[src/rtl/rbm_pkg.sv]
// Shared types and arithmetic helpers for the parallel RBM layer.
package rbm_pkg;

   // Layer controller states
   typedef enum logic [2:0] {
      IDLE,
      BIAS,
      ACCUM,
      SAMPLE,
      DONE
   } state_t;

   // Working width for the width-generic arithmetic helpers below
   localparam int CALC_W = 64;

   // Bits needed to index 'value' entries; never less than one bit
   function automatic int clog2(input int value);
      int bits;
      int rem;
      bits = 0;
      rem  = value - 1;
      while (rem > 0) begin
         bits++;
         rem = rem >> 1;
      end
      return (bits < 1) ? 1 : bits;
   endfunction

   // Sign-extend the low 'width' bits of a weight/bias word to CALC_W bits
   function automatic logic signed [CALC_W-1:0] sext_w2acc(input logic [CALC_W-1:0] value,
                                                           input int width);
      logic [CALC_W-1:0] shifted;
      shifted = value << (CALC_W - width);
      return $signed(shifted) >>> (CALC_W - width);
   endfunction

   // Signed add clamped to the range of a 'width'-bit two's complement number
   function automatic logic signed [CALC_W-1:0] sat_add(input logic signed [CALC_W-1:0] a,
                                                        input logic signed [CALC_W-1:0] b,
                                                        input int width);
      logic signed [CALC_W-1:0] sum;
      logic signed [CALC_W-1:0] max_val;
      logic signed [CALC_W-1:0] min_val;
      sum     = a + b;
      max_val = (64'sd1 <<< (width - 1)) - 64'sd1;
      min_val = -max_val - 64'sd1;
      if (sum > max_val) begin
         return max_val;
      end
      if (sum < min_val) begin
         return min_val;
      end
      return sum;
   endfunction

endpackage

[src/rtl/rbm_neuron_lane.sv]
// One neuron lane: saturating accumulator, sigmoid approximation and sampler.
module rbm_neuron_lane
   import rbm_pkg::*;
#(
   parameter int BITLENGTH         = 16,
   parameter int W_BITLENGTH       = 12,
   parameter int SIGMOID_BITLENGTH = 8,
   parameter int SAMPLE_MODE       = 0
) (
   input  logic                         clock,
   input  logic                         reset,
   input  logic                         load_bias,
   input  logic                         accum_en,
   input  logic [W_BITLENGTH-1:0]       value,
   input  logic [SIGMOID_BITLENGTH-1:0] rand_val,
   output logic                         sample_bit
);

   localparam logic signed [CALC_W-1:0] SIG_MID = 64'sd1 <<< (SIGMOID_BITLENGTH - 1);
   localparam logic signed [CALC_W-1:0] SIG_MAX = (64'sd1 <<< SIGMOID_BITLENGTH) - 64'sd1;

   logic signed [BITLENGTH-1:0]   acc_reg;
   logic signed [BITLENGTH-1:0]   acc_next;
   logic signed [CALC_W-1:0]      acc_wide;
   logic signed [CALC_W-1:0]      sig_wide;
   logic [SIGMOID_BITLENGTH-1:0]  sig;

   // Next accumulator value: bias load overrides, otherwise saturating add of the weight
   always_comb begin
      acc_wide = CALC_W'(acc_reg);
      acc_next = acc_reg;
      if (load_bias) begin
         acc_next = BITLENGTH'(sext_w2acc(CALC_W'(value), W_BITLENGTH));
      end else if (accum_en) begin
         acc_next = BITLENGTH'(sat_add(acc_wide, sext_w2acc(CALC_W'(value), W_BITLENGTH), BITLENGTH));
      end
   end

   // Accumulator register
   always_ff @(posedge clock) begin
      if (reset) begin
         acc_reg <= '0;
      end else begin
         acc_reg <= acc_next;
      end
   end

   // Piecewise-linear sigmoid: midpoint plus acc/4, clamped to the output range
   always_comb begin
      sig_wide = (acc_wide >>> 2) + SIG_MID;
      if (sig_wide < 0) begin
         sig = '0;
      end else if (sig_wide > SIG_MAX) begin
         sig = '1;
      end else begin
         sig = SIGMOID_BITLENGTH'(sig_wide);
      end
   end

   assign sample_bit = (SAMPLE_MODE != 0) ? !acc_reg[BITLENGTH-1] : (sig > rand_val);

endmodule

[src/rtl/rbm_layer_par.sv]
// RBM layer computing OUTPUT_DIM binary neurons, LANES at a time, with a
// writable weight/bias store and valid/ready handshakes on both sides.
module rbm_layer_par
   import rbm_pkg::*;
#(
   parameter int BITLENGTH         = 16,
   parameter int W_BITLENGTH       = 12,
   parameter int SIGMOID_BITLENGTH = 8,
   parameter int INPUT_DIM         = 15,
   parameter int OUTPUT_DIM        = 5,
   parameter int LANES             = 2,
   parameter int SAMPLE_MODE       = 0,
   localparam int ROW_W            = clog2(INPUT_DIM + 1),
   localparam int COL_W            = clog2(OUTPUT_DIM)
) (
   input  logic                                 clock,
   input  logic                                 reset,
   input  logic                                 w_wr_en,
   input  logic [ROW_W-1:0]                     w_wr_row,
   input  logic [COL_W-1:0]                     w_wr_col,
   input  logic [W_BITLENGTH-1:0]               w_wr_data,
   input  logic                                 in_valid,
   output logic                                 in_ready,
   input  logic [INPUT_DIM-1:0]                 InputData,
   input  logic [LANES*SIGMOID_BITLENGTH-1:0]   rand_data,
   output logic                                 out_valid,
   input  logic                                 out_ready,
   output logic [OUTPUT_DIM-1:0]                OutputData
);

   localparam int GROUPS = (OUTPUT_DIM + LANES - 1) / LANES;
   localparam int GRP_W  = clog2(GROUPS);
   localparam int IDX_W  = clog2(INPUT_DIM);

   state_t                  state_reg;
   logic [GRP_W-1:0]        g_reg;
   logic [IDX_W-1:0]        i_reg;
   logic [INPUT_DIM-1:0]    in_latched_reg;
   logic                    in_ready_reg;
   logic                    out_valid_reg;
   logic [OUTPUT_DIM-1:0]   out_data_reg;

   logic                    wr_ok;
   logic [ROW_W-1:0]        rd_row;
   logic [W_BITLENGTH-1:0]  rd_word [OUTPUT_DIM];
   logic                    load_bias;
   logic                    accum_en;
   logic [LANES-1:0]        lane_bit;

   // Writes only land while idle with no vector being offered, and only in range
   assign wr_ok = w_wr_en && (state_reg == IDLE) && !in_valid &&
                  (w_wr_row <= ROW_W'(INPUT_DIM)) &&
                  ({1'b0, w_wr_col} < (COL_W + 1)'(OUTPUT_DIM));

   // Read address runs one cycle ahead: the row the next state will consume
   always_comb begin
      rd_row = ROW_W'(INPUT_DIM);
      case (state_reg)
         BIAS:    rd_row = '0;
         ACCUM: begin
            if (i_reg != IDX_W'(INPUT_DIM - 1)) begin
               rd_row = ROW_W'(i_reg) + ROW_W'(1);
            end
         end
         default: rd_row = ROW_W'(INPUT_DIM);
      endcase
   end

   assign load_bias = (state_reg == BIAS);
   assign accum_en  = (state_reg == ACCUM) && in_latched_reg[i_reg];

   // One weight/bias column per neuron; all columns are read in parallel
   for (genvar gi = 0; gi < OUTPUT_DIM; gi++) begin : g_col
      logic [W_BITLENGTH-1:0] mem [INPUT_DIM+1];
      logic [W_BITLENGTH-1:0] rd_data_reg;

      // Column RAM write port and registered read
      always_ff @(posedge clock) begin
         if (wr_ok && (w_wr_col == COL_W'(gi))) begin
            mem[w_wr_row] <= w_wr_data;
         end
         rd_data_reg <= mem[rd_row];
      end

      assign rd_word[gi] = rd_data_reg;
   end

   // Lane gi serves neuron g*LANES+gi; lanes past the last neuron see zero
   for (genvar gi = 0; gi < LANES; gi++) begin : g_lane
      logic [W_BITLENGTH-1:0] lane_value;
      logic                   lane_sample;

      // Select this lane's column for the current group
      always_comb begin
         lane_value = '0;
         for (int c = 0; c < OUTPUT_DIM; c++) begin
            if (c == int'(g_reg) * LANES + gi) begin
               lane_value = rd_word[c];
            end
         end
      end

      rbm_neuron_lane #(
         .BITLENGTH         (BITLENGTH),
         .W_BITLENGTH       (W_BITLENGTH),
         .SIGMOID_BITLENGTH (SIGMOID_BITLENGTH),
         .SAMPLE_MODE       (SAMPLE_MODE)
      ) u_lane (
         .clock      (clock),
         .reset      (reset),
         .load_bias  (load_bias),
         .accum_en   (accum_en),
         .value      (lane_value),
         .rand_val   (rand_data[gi*SIGMOID_BITLENGTH +: SIGMOID_BITLENGTH]),
         .sample_bit (lane_sample)
      );

      assign lane_bit[gi] = lane_sample;
   end

   // Pass sequencing, handshakes and output register
   always_ff @(posedge clock) begin
      if (reset) begin
         state_reg      <= IDLE;
         g_reg          <= '0;
         i_reg          <= '0;
         in_latched_reg <= '0;
         in_ready_reg   <= 1'b0;
         out_valid_reg  <= 1'b0;
         out_data_reg   <= '0;
      end else begin
         case (state_reg)
            IDLE: begin
               if (in_valid && in_ready_reg) begin
                  in_latched_reg <= InputData;
                  in_ready_reg   <= 1'b0;
                  g_reg          <= '0;
                  i_reg          <= '0;
                  state_reg      <= BIAS;
               end else begin
                  in_ready_reg <= 1'b1;
               end
            end
            BIAS: begin
               i_reg     <= '0;
               state_reg <= ACCUM;
            end
            ACCUM: begin
               if (i_reg == IDX_W'(INPUT_DIM - 1)) begin
                  i_reg     <= '0;
                  state_reg <= SAMPLE;
               end else begin
                  i_reg <= i_reg + IDX_W'(1);
               end
            end
            SAMPLE: begin
               for (int l = 0; l < LANES; l++) begin
                  for (int c = 0; c < OUTPUT_DIM; c++) begin
                     if (c == int'(g_reg) * LANES + l) begin
                        out_data_reg[c] <= lane_bit[l];
                     end
                  end
               end
               if (g_reg == GRP_W'(GROUPS - 1)) begin
                  state_reg <= DONE;
               end else begin
                  g_reg     <= g_reg + GRP_W'(1);
                  state_reg <= BIAS;
               end
            end
            DONE: begin
               if (out_valid_reg && out_ready) begin
                  out_valid_reg <= 1'b0;
                  in_ready_reg  <= 1'b1;
                  state_reg     <= IDLE;
               end else begin
                  out_valid_reg <= 1'b1;
               end
            end
            default: state_reg <= IDLE;
         endcase
      end
   end

   assign in_ready   = in_ready_reg;
   assign out_valid  = out_valid_reg;
   assign OutputData = out_data_reg;

endmodule

[config.mk]
export PLATFORM = sky130hd
export DESIGN_NAME = rbm_layer_par
export DESIGN_NICKNAME = d
export VERILOG_FILES = /design/src/rtl/rbm_pkg.sv /design/src/rtl/rbm_neuron_lane.sv /design/src/rtl/rbm_layer_par.sv
export SDC_FILE = /design/constraint.sdc
export NUM_CORES = 2
export LEC_CHECK = 0
export ABC_CLOCK_PERIOD_IN_PS = 8200
export CAP_MARGIN = 20
export CORE_UTILIZATION = 45
export CTS_CLUSTER_DIAMETER = 200
export DETAILED_ROUTE_END_ITERATION = 7
export MAX_ROUTING_LAYER = met4
export PLACE_DENSITY = 0.58
export RECOVER_POWER = 100
export SKIP_LAST_GASP = 1
export SLEW_MARGIN = 5
export SYNTH_ARGS = -nofsm -noshare
export SYNTH_HDL_FRONTEND = slang
export SYNTH_HIERARCHICAL = 1
export SYNTH_SLANG_ARGS = --single-unit
[constraint.sdc]
create_clock -name clock -period 8.2 [get_ports clock]
set_input_delay 2.05 -clock clock [delete_from_list [all_inputs] [get_ports clock]]
set_output_delay 2.05 -clock clock [all_outputs]
set_load 0.01 [all_outputs]
# [After elaboration in Yosys (flattened, before gate mapping)]
# Memory sizes are Yosys's and may differ from the RTL's. A register that Yosys moved wholly into a read port is not among the register bits.
# Cells that the tools add are included.
# W data, S select, Z words.
[classes] n_addsub=7 n_lt_le_gt_ge=13 n_eq_ne=21 mux=75 reduce_logical=34
[op_table] operator="$mux W16" count=12
[op_table] operator="$gt A64 B9 Y1 const B" count=2
[op_table] operator="$lt A64 B1 Y1 const B" count=2
[op_table] operator="$mux W12" count=8
[op_table] operator="$eq A3 B32 Y1 const A" count=2
[op_table] operator="$logic_not A32 Y1" count=2
[op_table] operator="$mux W1" count=36
[op_table] operator="$add A16 B12 Y17" count=2
[op_table] operator="$gt A17 B16 Y1 const B" count=2
[op_table] operator="$lt A17 B16 Y1 const B" count=2
[op_table] operator="$eq A2 B32 Y1 const A" count=1
[op_table] operator="$mux W8" count=4
[op_table] operator="$add A14 B9 Y15 const B" count=2
[op_table] operator="$gt A8 B8 Y1" count=2
[op_table] operator="$reduce_and A2 Y1" count=8
[op_table] operator="$pmux W3 S5" count=1
[op_table] operator="$eq A3 B2 Y1 const B" count=4
[op_table] operator="$logic_and A1 B1 Y1" count=12
[op_table] operator="$mux W3" count=4
[op_table] operator="$mux W4" count=3
[op_table] operator="$pmux W4 S3" count=1
[op_table] operator="$reduce_bool A2 Y1" count=6
[op_table] operator="$pmux W4 S2" count=1
[op_table] operator="$eq A3 B1 Y1 const B" count=2
[op_table] operator="22 further kinds" count=29
[totals] register_bits=63 ramBits=960 in_bits=55 output_inout_bits=7 wordCells=168 n_memories=5
[mem_list] memory="g_col[0].mem" words=16 word_bits=12 rd=1 rd_ports_with_merged_regs=1 write_ports=1 line_no="rbm_layer_par.sv:74" rtl="logic [W_BITLENGTH-1:0] mem [INPUT_DIM+1];"
[mem_list] memory="g_col[1].mem" words=16 word_bits=12 rd=1 rd_ports_with_merged_regs=1 write_ports=1 line_no="rbm_layer_par.sv:74"
[mem_list] memory="g_col[2].mem" words=16 word_bits=12 rd=1 rd_ports_with_merged_regs=1 write_ports=1 line_no="rbm_layer_par.sv:74"
[mem_list] memory="g_col[3].mem" words=16 word_bits=12 rd=1 rd_ports_with_merged_regs=1 write_ports=1 line_no="rbm_layer_par.sv:74"
[mem_list] memory="g_col[4].mem" words=16 word_bits=12 rd=1 rd_ports_with_merged_regs=1 write_ports=1 line_no="rbm_layer_par.sv:74"

# [Logic depth before layout (Yosys ltp)]
[depth] depth_word=19 depth_mapped=17 depth_no_buf=16

# [Cells and area by module]
# The synthesis kept the hierarchy.
[by_module_without_submodules] mod="rbm_layer_par" instances=1 cells_per_inst=2923 area_per_inst_um2=43012.5 seq_area_each_um2=30649.4
[by_module_without_submodules] mod="rbm_neuron_lane" instances=2 cells_per_inst=280 area_per_inst_um2=2052.0 seq_area_each_um2=320.3

# [Worst setup path after synthesis]
# Ideal clock, no wire load.
[synth_timing] kind="input -> register" startpoint="in in_valid" endpoint="mem g_col[3].mem[15][0] (enable)" setup_time_ns=0.380 arrival_ns=3.558 required_ns=7.820 slack_ns=4.262 stages=5 path_buffers=1 cell_sequence="nor4b_1 -> and2b_1 -> nand3_1 -> clkbuf_1 -> nor2_1"
[synth_between] elab_chain_len=7
[synth_lines] item="from (decl)" line_no="rbm_layer_par.sv:22" rtl="input logic in_valid,"
[synth_lines] item="$logic_not A1 Y1" line_no="rbm_layer_par.sv:51" rtl="assign wr_ok = w_wr_en && (state_reg == IDLE) && !in_valid &&"
[synth_lines] item="$logic_and A1 B1 Y1 (2 in a row)" line_no="rbm_layer_par.sv:51"
[synth_lines] item="$logic_and A1 B1 Y1" line_no="rbm_layer_par.sv:52" rtl="(w_wr_row <= ROW_W'(INPUT_DIM)) &&"
[synth_lines] item="$logic_and A1 B1 Y1" line_no="rbm_layer_par.sv:79" rtl="if (wr_ok && (w_wr_col == COL_W'(gi))) begin"
[synth_lines] item="$mux W1" line_no="rbm_layer_par.sv:79"
[synth_lines] item="$mux W1 (not written as such)" line_no="rbm_layer_par.sv:80" rtl="mem[w_wr_row] <= w_wr_data;"
[synth_lines] item="to (decl)" line_no="rbm_layer_par.sv:74"
# Every way passes these cells.

# [Final worst setup path]
[layout_timing] startpoint="in w_wr_data[4]" endpoint="mem g_col[1].mem[0][4] (data pin)"
[layout_lines] item="from (decl)" line_no="rbm_layer_par.sv:21" rtl="input logic [W_BITLENGTH-1:0] w_wr_data,"
[layout_lines] item="to (decl)" line_no="rbm_layer_par.sv:74"
# Straight into the memory's write port.

==> reports/metrics.csv <==
metric,value,unit
async set-reset flop share out of synthesis,0,%
Post-DRT Antenna Nets,0,
Worst path most repeated cell,clkbuf_1,
"Seq/Total Area, Yosys",66.4,%
setup TNS,0,ns
failing checks,"max-capacitance violations, max-slew violations",
chip height,326,um
CP arrival,6.34,ns
"Worst Setup Slack, final",1.77,ns
post-synthesis cell area,0.0471,mm2
static leakage,0.0169,uW
post-layout instance area,0.0525,mm2
mean post-synth cell area,13.5,um2
HP Class,reg -> reg,
worst-path cell chain,"clkbuf_1, clkbuf_1",
clk_skew,0.0224,ns
area of placed instances,0.0487,mm2
Worst EP required,8.12,ns
first-pass GRT wire length,207000,um
slowest CP cell,clkbuf_1,
die width,326,um
Post-route DRC,0,
Synth cell types,77,
Max Fclk,0.156,GHz
Post-synth EDFFs,960,
CTS tree,yes,
Main synth FF type,edfxtp_1,
worst skew pair latency,0.70,ns
Row Count,118,
via count,31300,
gr ovfl total,0,
Setup crit end kind,flip-flop,
Max rail drop VDD,0.207,mV
Yosys Warn Count,6,
Clock transition at path regs,0.06,ns
final cell count without fillers,4908,
final hold vios,0,
clk buf depth,3,
CP bufs+invs,2,
unrepaired setup endpoints after global routing,no,
root buf cell,clkbuf_16,
layout cells sized above 1,10.3,%
GPL Wtd Cong,0.921,
largest net degree at the start of global routing,109,
Ports,62,
syn_nets,3595,
max reg flops,960,
wire length per cell,28.8,um
Placement Setup Slack,2.64,ns
dpl cells,4677,
status,finished with violations,
Num Clock Sinks,1083,
CP Launch Type,input pin,
Slew HR,-191,%
Worst Path Max Fanout,56,
core box area,0.104,mm2
crit path time final,6.43,ns
Initial DRC Count,4291,
P per Cell Area,322,mW/mm2
area grow syn2layout,11.3,%
"Slew Viols, Final",1076,
Initial Util,45.5,%
Num CTS Buffers,111,
nets,3536,
initial antenna violation count,7,
critical path type,in -> reg,
Mapped Cells,3483,
vias per inst,6.37,
port bufs,61,
biggest cell delay along the critical path,2.84,ns
Pre-antenna DRT Iters,6,
Tightest Pin Transition,4.36,ns
CP top delay family,buffers and inverters,
DP HPWL,84900,um
Post-CTS Setup Inserts,0,
worst hold margin,0.456,ns
H-tree depth,3,
# hold bufs at CTS,0,
Finish-stage setup viols,0,
post_cts resized,0,
Routed WL,142000,um
maxcap violations,24,
vias in the first global route,30200,
synthesized flop and latch total,1083,
Final period util,78.4,%
full die area,0.106,mm2
GRT Overall Usage,27.1,%
==> cell usage in the layout (no fill, tap or decap), types with 68 or more instances in the layout <==
master,instances
a21oi_1,243
clkbuf_1,68
clkbuf_16,112
dfxtp_1,122
edfxtp_1,960
mux2_2,113
mux2i_1,79
nand2_1,128
nor2_1,160
nor2b_1,133
nor3_1,175
o211ai_1,110
o31ai_1,128
o32ai_1,120
==> final timing paths <==
path                                    from                                  endpoint  slack (ns)  depth (start not counted)
setup reg to reg       g_reg[1]$_SDFFE_PP0P_  g_lane[0].u_lane/acc_reg[1]$_SDFFE_PP0P_        1.96                         15
hold / removal    OutputData[1]$_SDFFE_PP0P_                OutputData[1]$_SDFFE_PP0P_        0.46                          2
hold reg to reg   OutputData[1]$_SDFFE_PP0P_                OutputData[1]$_SDFFE_PP0P_        0.46                          2
setup / recovery                w_wr_data[4]              g_col[1].mem[0][4]$_DFFE_PP_        1.77                          2
==> synth_stat cells, types with 13 or more instances <==
library cell | count | share of area, %
o22a_1 | 60 | 1.1
o21a_1 | 20 | 0.32
o22ai_1 | 62 | 0.82
a21o_1 | 13 | 0.21
o32ai_1 | 120 | 2.2
o21ai_0 | 33 | 0.35
a211oi_1 | 24 | 0.38
nand2_1 | 128 | 1.0
a32oi_1 | 55 | 1.0
or3_1 | 15 | 0.20
clkbuf_1 | 189 | 1.5
o211a_1 | 18 | 0.38
buf_1 | 17 | 0.14
inv_1 | 41 | 0.33
mux2i_1 | 79 | 1.7
nand3_1 | 32 | 0.34
edfxtp_1 | 960 | 61
mux2_2 | 113 | 2.7
xor2_1 | 16 | 0.30
a22oi_1 | 14 | 0.22
a31oi_1 | 58 | 0.77
nand2b_1 | 15 | 0.20
nor2_1 | 161 | 1.3
a211o_1 | 52 | 0.97
a21oi_1 | 243 | 2.6
nor2b_1 | 134 | 1.8
o211ai_1 | 110 | 1.8
nor3_1 | 173 | 1.8
dfxtp_1 | 123 | 5.2
o31ai_1 | 128 | 2.0
ha_1 | 55 | 1.5
buf_2 | 73 | 0.78
==> metal layers <==
layer | vias up | GRT usage (%) | part of all wire, %
li1 | 13700 | - | -
met1 | 15800 | 37.8 | 43
met2 | 1479 | 40.9 | 46
met3 | 218 | 4.90 | 8.7
met4 | 0 | 7.43 | 2.9
met5 | - | - | 0
==> cells by family (layout without fill, tap and decap cells) <==
group / after synthesis / in the layout / synth area share, %
flip-flops: 1083 / 1083 / 66.4
AO/OA/AOI/OAI: 1071 / 1071 / 16.3
other: 0 / 8 / 0
multiplexers: 203 / 203 / 4.74
XOR/XNOR: 29 / 29 / 0.571
buffers and inverters: 333 / 370 / 2.96
adder cells (fa/ha/maj): 61 / 61 / 1.63
AND/OR/NAND/NOR: 703 / 703 / 7.37
==> area by class of cell <==
type | count | area [um2]
multi-input combinational | 2067 | 14500
sequential | 1083 | 31300
clock buffer | 144 | 3000
antenna | 8 | 20.0
inverter | 43 | 171
clock inverter | 65 | 831
tap | 1380 | 1730
timing repair buffer | 118 | 901
fill | 8711 | 51200
==> where the power goes <==
group          internal, uW  total (uW)  switching, uW
Sequential             6250        6550            300
Clock                  3130        5300           2170
Combinational          1770        5050           3280
Total                 11100       16900           5760
==> stage by stage <==
stage	power, uW	util (%)
final	16900	50.6
after global placement	11600	47.0
after floorplan	9930	-
after detailed placement	11600	47.0
after global routing	17500	50.6
after CTS	16900	50.7
Power figures use the tool's default switching activity.
